## config.mk

```make
export PLATFORM = sky130hd
export DESIGN_NAME = fetch_queue
export DESIGN_NICKNAME = d
export VERILOG_FILES = /design/src/rtl/fetch_queue.sv
export SDC_FILE = /design/constraint.sdc
export NUM_CORES = 1
export LEC_CHECK = 0
export ABC_AREA = 1
export BUFFER_PORTS_ARGS = -buffer_cell sky130_fd_sc_hd__buf_2
export CORE_ASPECT_RATIO = 1.75
export CORE_MARGIN = 5
export CORE_UTILIZATION = 55
export DETAILED_ROUTE_END_ITERATION = 16
export GPL_TIMING_DRIVEN = 0
export MAX_ROUTING_LAYER = met4
export PLACE_DENSITY = 0.86
export SLEW_MARGIN = 15
export SYNTH_ARGS = -nofsm -noshare
export SYNTH_HDL_FRONTEND = slang
export SYNTH_SLANG_ARGS = --single-unit
```

## constraint.sdc

```tcl
create_clock -name clk -period 4.6 [get_ports clk]
set_input_delay 0.23 -clock clk [delete_from_list [all_inputs] [get_ports clk]]
set_output_delay 0.23 -clock clk [all_outputs]
set_load 0.005 [all_outputs]
```

## src/rtl/fetch_queue.sv

```systemverilog
// Fetch queue: buffers (pc, instruction) pairs between the PC/imem stage and decode.
// Optional PC sequence checker enabled by defining FETCH_QUEUE_SEQ_CHECK_EN.
module fetch_queue #(
  parameter int N     = 32,
  parameter int DEPTH = 4,
  parameter int CW    = 3
) (
  input  logic          clk,
  input  logic          rst,
  input  logic          in_valid,
  input  logic [N-1:0]  in_pc,
  input  logic [N-1:0]  in_instr,
  output logic          in_ready,
  output logic          fetch_stall,
  input  logic          flush,
  output logic          out_valid,
  output logic [N-1:0]  out_pc,
  output logic [N-1:0]  out_instr,
  input  logic          out_ready,
  output logic [CW-1:0] count,
  output logic          seq_err
);

  localparam int AW = $clog2(DEPTH);
  localparam logic [CW-1:0] FULL = CW'(DEPTH);

  logic [AW-1:0] wr_ptr_q, wr_ptr_d;
  logic [AW-1:0] rd_ptr_q, rd_ptr_d;
  logic [CW-1:0] count_q, count_d;
  logic [N-1:0]  pc_mem_q    [DEPTH];
  logic [N-1:0]  instr_mem_q [DEPTH];
  logic          push, pop;

  // in_ready depends on the count register only, so a full queue never accepts
  // in the same cycle it pops.
  assign in_ready    = (count_q != FULL);
  assign fetch_stall = ~in_ready;
  assign out_valid   = (count_q != '0);
  assign push        = in_valid & in_ready;
  assign pop         = out_valid & out_ready;
  assign out_pc      = pc_mem_q[rd_ptr_q];
  assign out_instr   = instr_mem_q[rd_ptr_q];
  assign count       = count_q;

  always_comb begin
    wr_ptr_d = wr_ptr_q;
    rd_ptr_d = rd_ptr_q;
    count_d  = count_q;
    if (flush) begin
      wr_ptr_d = '0;
      rd_ptr_d = '0;
      count_d  = '0;
    end else begin
      if (push) wr_ptr_d = wr_ptr_q + AW'(1);
      if (pop)  rd_ptr_d = rd_ptr_q + AW'(1);
      case ({push, pop})
        2'b10:   count_d = count_q + CW'(1);
        2'b01:   count_d = count_q - CW'(1);
        default: count_d = count_q;
      endcase
    end
  end

  always_ff @(posedge clk) begin
    if (rst) begin
      wr_ptr_q <= '0;
      rd_ptr_q <= '0;
      count_q  <= '0;
    end else begin
      wr_ptr_q <= wr_ptr_d;
      rd_ptr_q <= rd_ptr_d;
      count_q  <= count_d;
    end
  end

  // A write under flush is harmless: the pointers reset, so the slot is dead.
  always_ff @(posedge clk) begin
    if (push) begin
      pc_mem_q[wr_ptr_q]    <= in_pc;
      instr_mem_q[wr_ptr_q] <= in_instr;
    end
  end

`ifdef FETCH_QUEUE_SEQ_CHECK_EN
  logic [N-1:0] last_pc_q, last_pc_d;
  logic         have_last_q, have_last_d;
  logic         seq_err_q, seq_err_d;

  always_comb begin
    last_pc_d   = last_pc_q;
    have_last_d = have_last_q;
    seq_err_d   = seq_err_q;
    if (flush) begin
      last_pc_d   = '0;
      have_last_d = 1'b0;
    end else if (push) begin
      if (have_last_q && (in_pc != last_pc_q + N'(1))) seq_err_d = 1'b1;
      last_pc_d   = in_pc;
      have_last_d = 1'b1;
    end
  end

  always_ff @(posedge clk) begin
    if (rst) begin
      last_pc_q   <= '0;
      have_last_q <= 1'b0;
      seq_err_q   <= 1'b0;
    end else begin
      last_pc_q   <= last_pc_d;
      have_last_q <= have_last_d;
      seq_err_q   <= seq_err_d;
    end
  end

  assign seq_err = seq_err_q;
`else
  assign seq_err = 1'b0;
`endif

endmodule

```

==> reports/metrics.cfg <==
[status]
status=complete, no violations

[synth]
seq_area_frac_synth_pct=78.73
syn-cell-area_um2=9993
synth_area_per_cell_um2=14.44
yosysUniqueCellTypes=20
synthCells=692
ys_warn_count=0
syn_nets=767
yosys_register_bits=265

[route]
drtPass1Iterations=5
drc_errors=0
drtIter0Drc=547
dr_total_vias=6668
wirelength_mm=23.89
wl_per_cell_um=20.24
vias_per_cell=5.651
drtAntennaViolNets=0

[timing]
fin_crit_ps=2441
worstMarginPinSlew_ps=850.8
fin_hold_ws_ps=24.88
drv_slew=0
setup_viol=0
rsz0062_at_grt=no
max_freq_ghz=0.4097
slew_headroom_pct=43.15
fin_crit_sh_pct=53.07
setup_ws_ps=2159
clock_skew_ps=11.70
final-hold-violation-count=0

[die]
initial_core_util_pct=55.60
die-area_um2=21070
std_cell_rows=65
fp.dieW_um=111.9
coreArea_um2=17970
fp.dieH_um=188.3
ios=140

[global_route]
track_usage_pct=22.73
met2_usage_pct=41.06
grt_max_degree=26
grt_busiest_layer=met2
met3_usage_pct=3.053
antenna_found_initial=5
grt_pass1_vias=6909
grt_pass1_wl_mm=36.31
use_met1_pct=25.31
grt.overflow.total=0

[critical_path]
rr_endpoint=instr_mem_q[0][6]$_DFFE_PP_
r2r_start=count[1]$_SDFFE_PP0P_
cp.required_ps=4790
worstPathArrival_ps=2630
crit_type=reg -> reg
worstRegToRegCells=5
path_max_fanout=25
startpoint_type=flip-flop
r2r_setup_slack_ps=2160
endpoint_kind=flip-flop

[hold_path]
hold_class=in -> reg
hp-start=rst
whs_path_depth=4
min_to=count[2]$_SDFFE_PP0P_

[clocking]
clockRootBuffer=clkbuf_16
insertion_delay_ps=500
clockBufferDepth=3
cts_buffers=22
h-tree-depth=1
clk_pin_slew_worst_paths_ps=70
cts.sinks=265
tritoncts=yes

[pwr]
p_leak_nw=4.563
vdd_drop_max_v=0.0003966
powerDensity_nw_per_um2=390.1

[cells_and_area]
areaGrowthSynthToFinish_pct=26.08
nets=1003
multi_input_area_um2=1798
drive_above_1_share_pct=22.21
fillers=1150
seqCellArea_um2=7868

[placed_design]
hpwl_mm=14.36
dp_slack_ps=2266
gp_congestion=0.7591
port_buffers=138

[run]
maxCapViolCount=0

[where the power goes]
| group | switching, mW | internal (mW) |
|---|---|---|
| combinational | 0.182 | 0.145 |
| sequential | 0.0165 | 2.71 |
| clock | 0.790 | 1.07 |
[metal layers]
layer | wire (um) | vias up
li1 | - | 3059
met3 | 1561 | 64
met1 | 8496 | 3240
met5 | 0 | -
met4 | 787 | 0
met2 | 13040 | 305
[critical path, cell delays in order, from the launching register on]
cell     delay, ps
dfxtp_1        380
nor2_1          80
nand2_1        210
nand2_1        380
nor2_4         780
buf_12         280
[layout make-up]
class | instances | area share, %
plain buffers | 42 | 2.274
clock inverters | 13 | 1.072
flip-flops and latches | 265 | 62.44
clock buffers | 24 | 4.598
diodes | 5 | 0.09930
repair buffers | 212 | 12.35
well taps | 234 | 2.324
inverters | 19 | 0.5660
multi-input cells | 366 | 14.27
[per-stage QoR]
stage | power [mW] | instances | util [%] | setup TNS, ps | area [um^2]
6_report | 4.915 | 1180 | 70.10 | 0 | 12600
4_1_cts | 4.915 | 1175 | 70.03 | 0 | 12590
2_1_floorplan | 2.900 | 692 | - | 0 | 9993
5_1_grt | 5.065 | 1180 | 70.10 | 0 | 12600
3_5_place_dp | 3.055 | 1074 | 62.49 | 0 | 11230
3_3_place_gp | 3.038 | 1064 | 61.07 | -335140 | 10980
[cell usage after synthesis]
cell type,instances,area [um^2]
clkbuf_2,3,15.01
buf_2,1,5.000
buf_6,13,146.4
inv_2,1,3.750
ha_1,5,62.56
inv_1,17,63.81
dfxtp_1,9,180.2
a21oi_1,5,25.02
nand3_1,5,25.02
nand2_1,17,63.81
o21ai_1,56,280.3
edfxtp_1,256,7687
buf_4,7,52.55
conb_1,1,3.750
o22ai_1,64,400.4
o21ai_0,73,365.4
fa_1,1,20.02
nor2_1,139,521.8
clkinv_1,1,3.750
clkbuf_1,18,67.56
[cell families after synthesis]
family,after synthesis,synth area share (%)
flops,265,78.73
fa+ha+maj,6,0.8264
other cells,1,0.03753
simple gates,161,6.110
buf+inv,61,3.581
compound gates,198,10.72
[state kept, by name, summed over array words and instances (netlist names), named ones only]
register,flops
count,3
instr_mem_q,128
pc_mem_q,128
rd_ptr_q,2
wr_ptr_q,2
[worst max-delay path by stage]
stage / from / to / slack (ps) / cells after the start
finish: count[1]$_SDFFE_PP0P_ / instr_mem_q[0][6]$_DFFE_PP_ / 2160 / 5
global route: count[1]$_SDFFE_PP0P_ / instr_mem_q[0][9]$_DFFE_PP_ / 2070 / 5
CTS: count[1]$_SDFFE_PP0P_ / instr_mem_q[0][9]$_DFFE_PP_ / 2220 / 5
detailed placement: count[1]$_SDFFE_PP0P_ / pc_mem_q[0][23]$_DFFE_PP_ / 2270 / 5
global placement: count[1]$_SDFFE_PP0P_ / pc_mem_q[0][30]$_DFFE_PP_ / -1440 / 4
floorplan: count[1]$_SDFFE_PP0P_ / instr_mem_q[0][0]$_DFFE_PP_ / 700 / 4
[cells in the final DEF, fill, tap and decap left out]
master,Yosys,final
edfxtp_1,256,256
buf_2,1,139
nor2_1,139,135
o21ai_0,73,73
o22ai_1,64,64
dlygate4sd3_1,0,64
o21ai_1,56,56
clkbuf_16,0,23
clkbuf_1,18,19
inv_1,17,17
nand2_1,17,17
buf_6,13,13
dfxtp_1,9,9
buf_4,7,7
clkinv_2,0,6
diode_2,0,5
clkinv_1,1,5
a21oi_1,5,5
nand3_1,5,5
ha_1,5,5
buf_12,0,5
nor2_4,0,4
buf_16,0,4
clkbuf_2,3,3
bufinv_16,0,3
inv_2,1,1
fa_1,1,1
conb_1,1,1
buf_8,0,1
[what timing repair did]
| item | CTS | global route |
|---|---|---|
| hold buffers | 64 | 0 |
| hold endpoints to repair | 256 | 0 |
| setup buffers | 0 | 0 |
| resized for setup | 0 | 0 |
(Power assumes the default switching activity.)
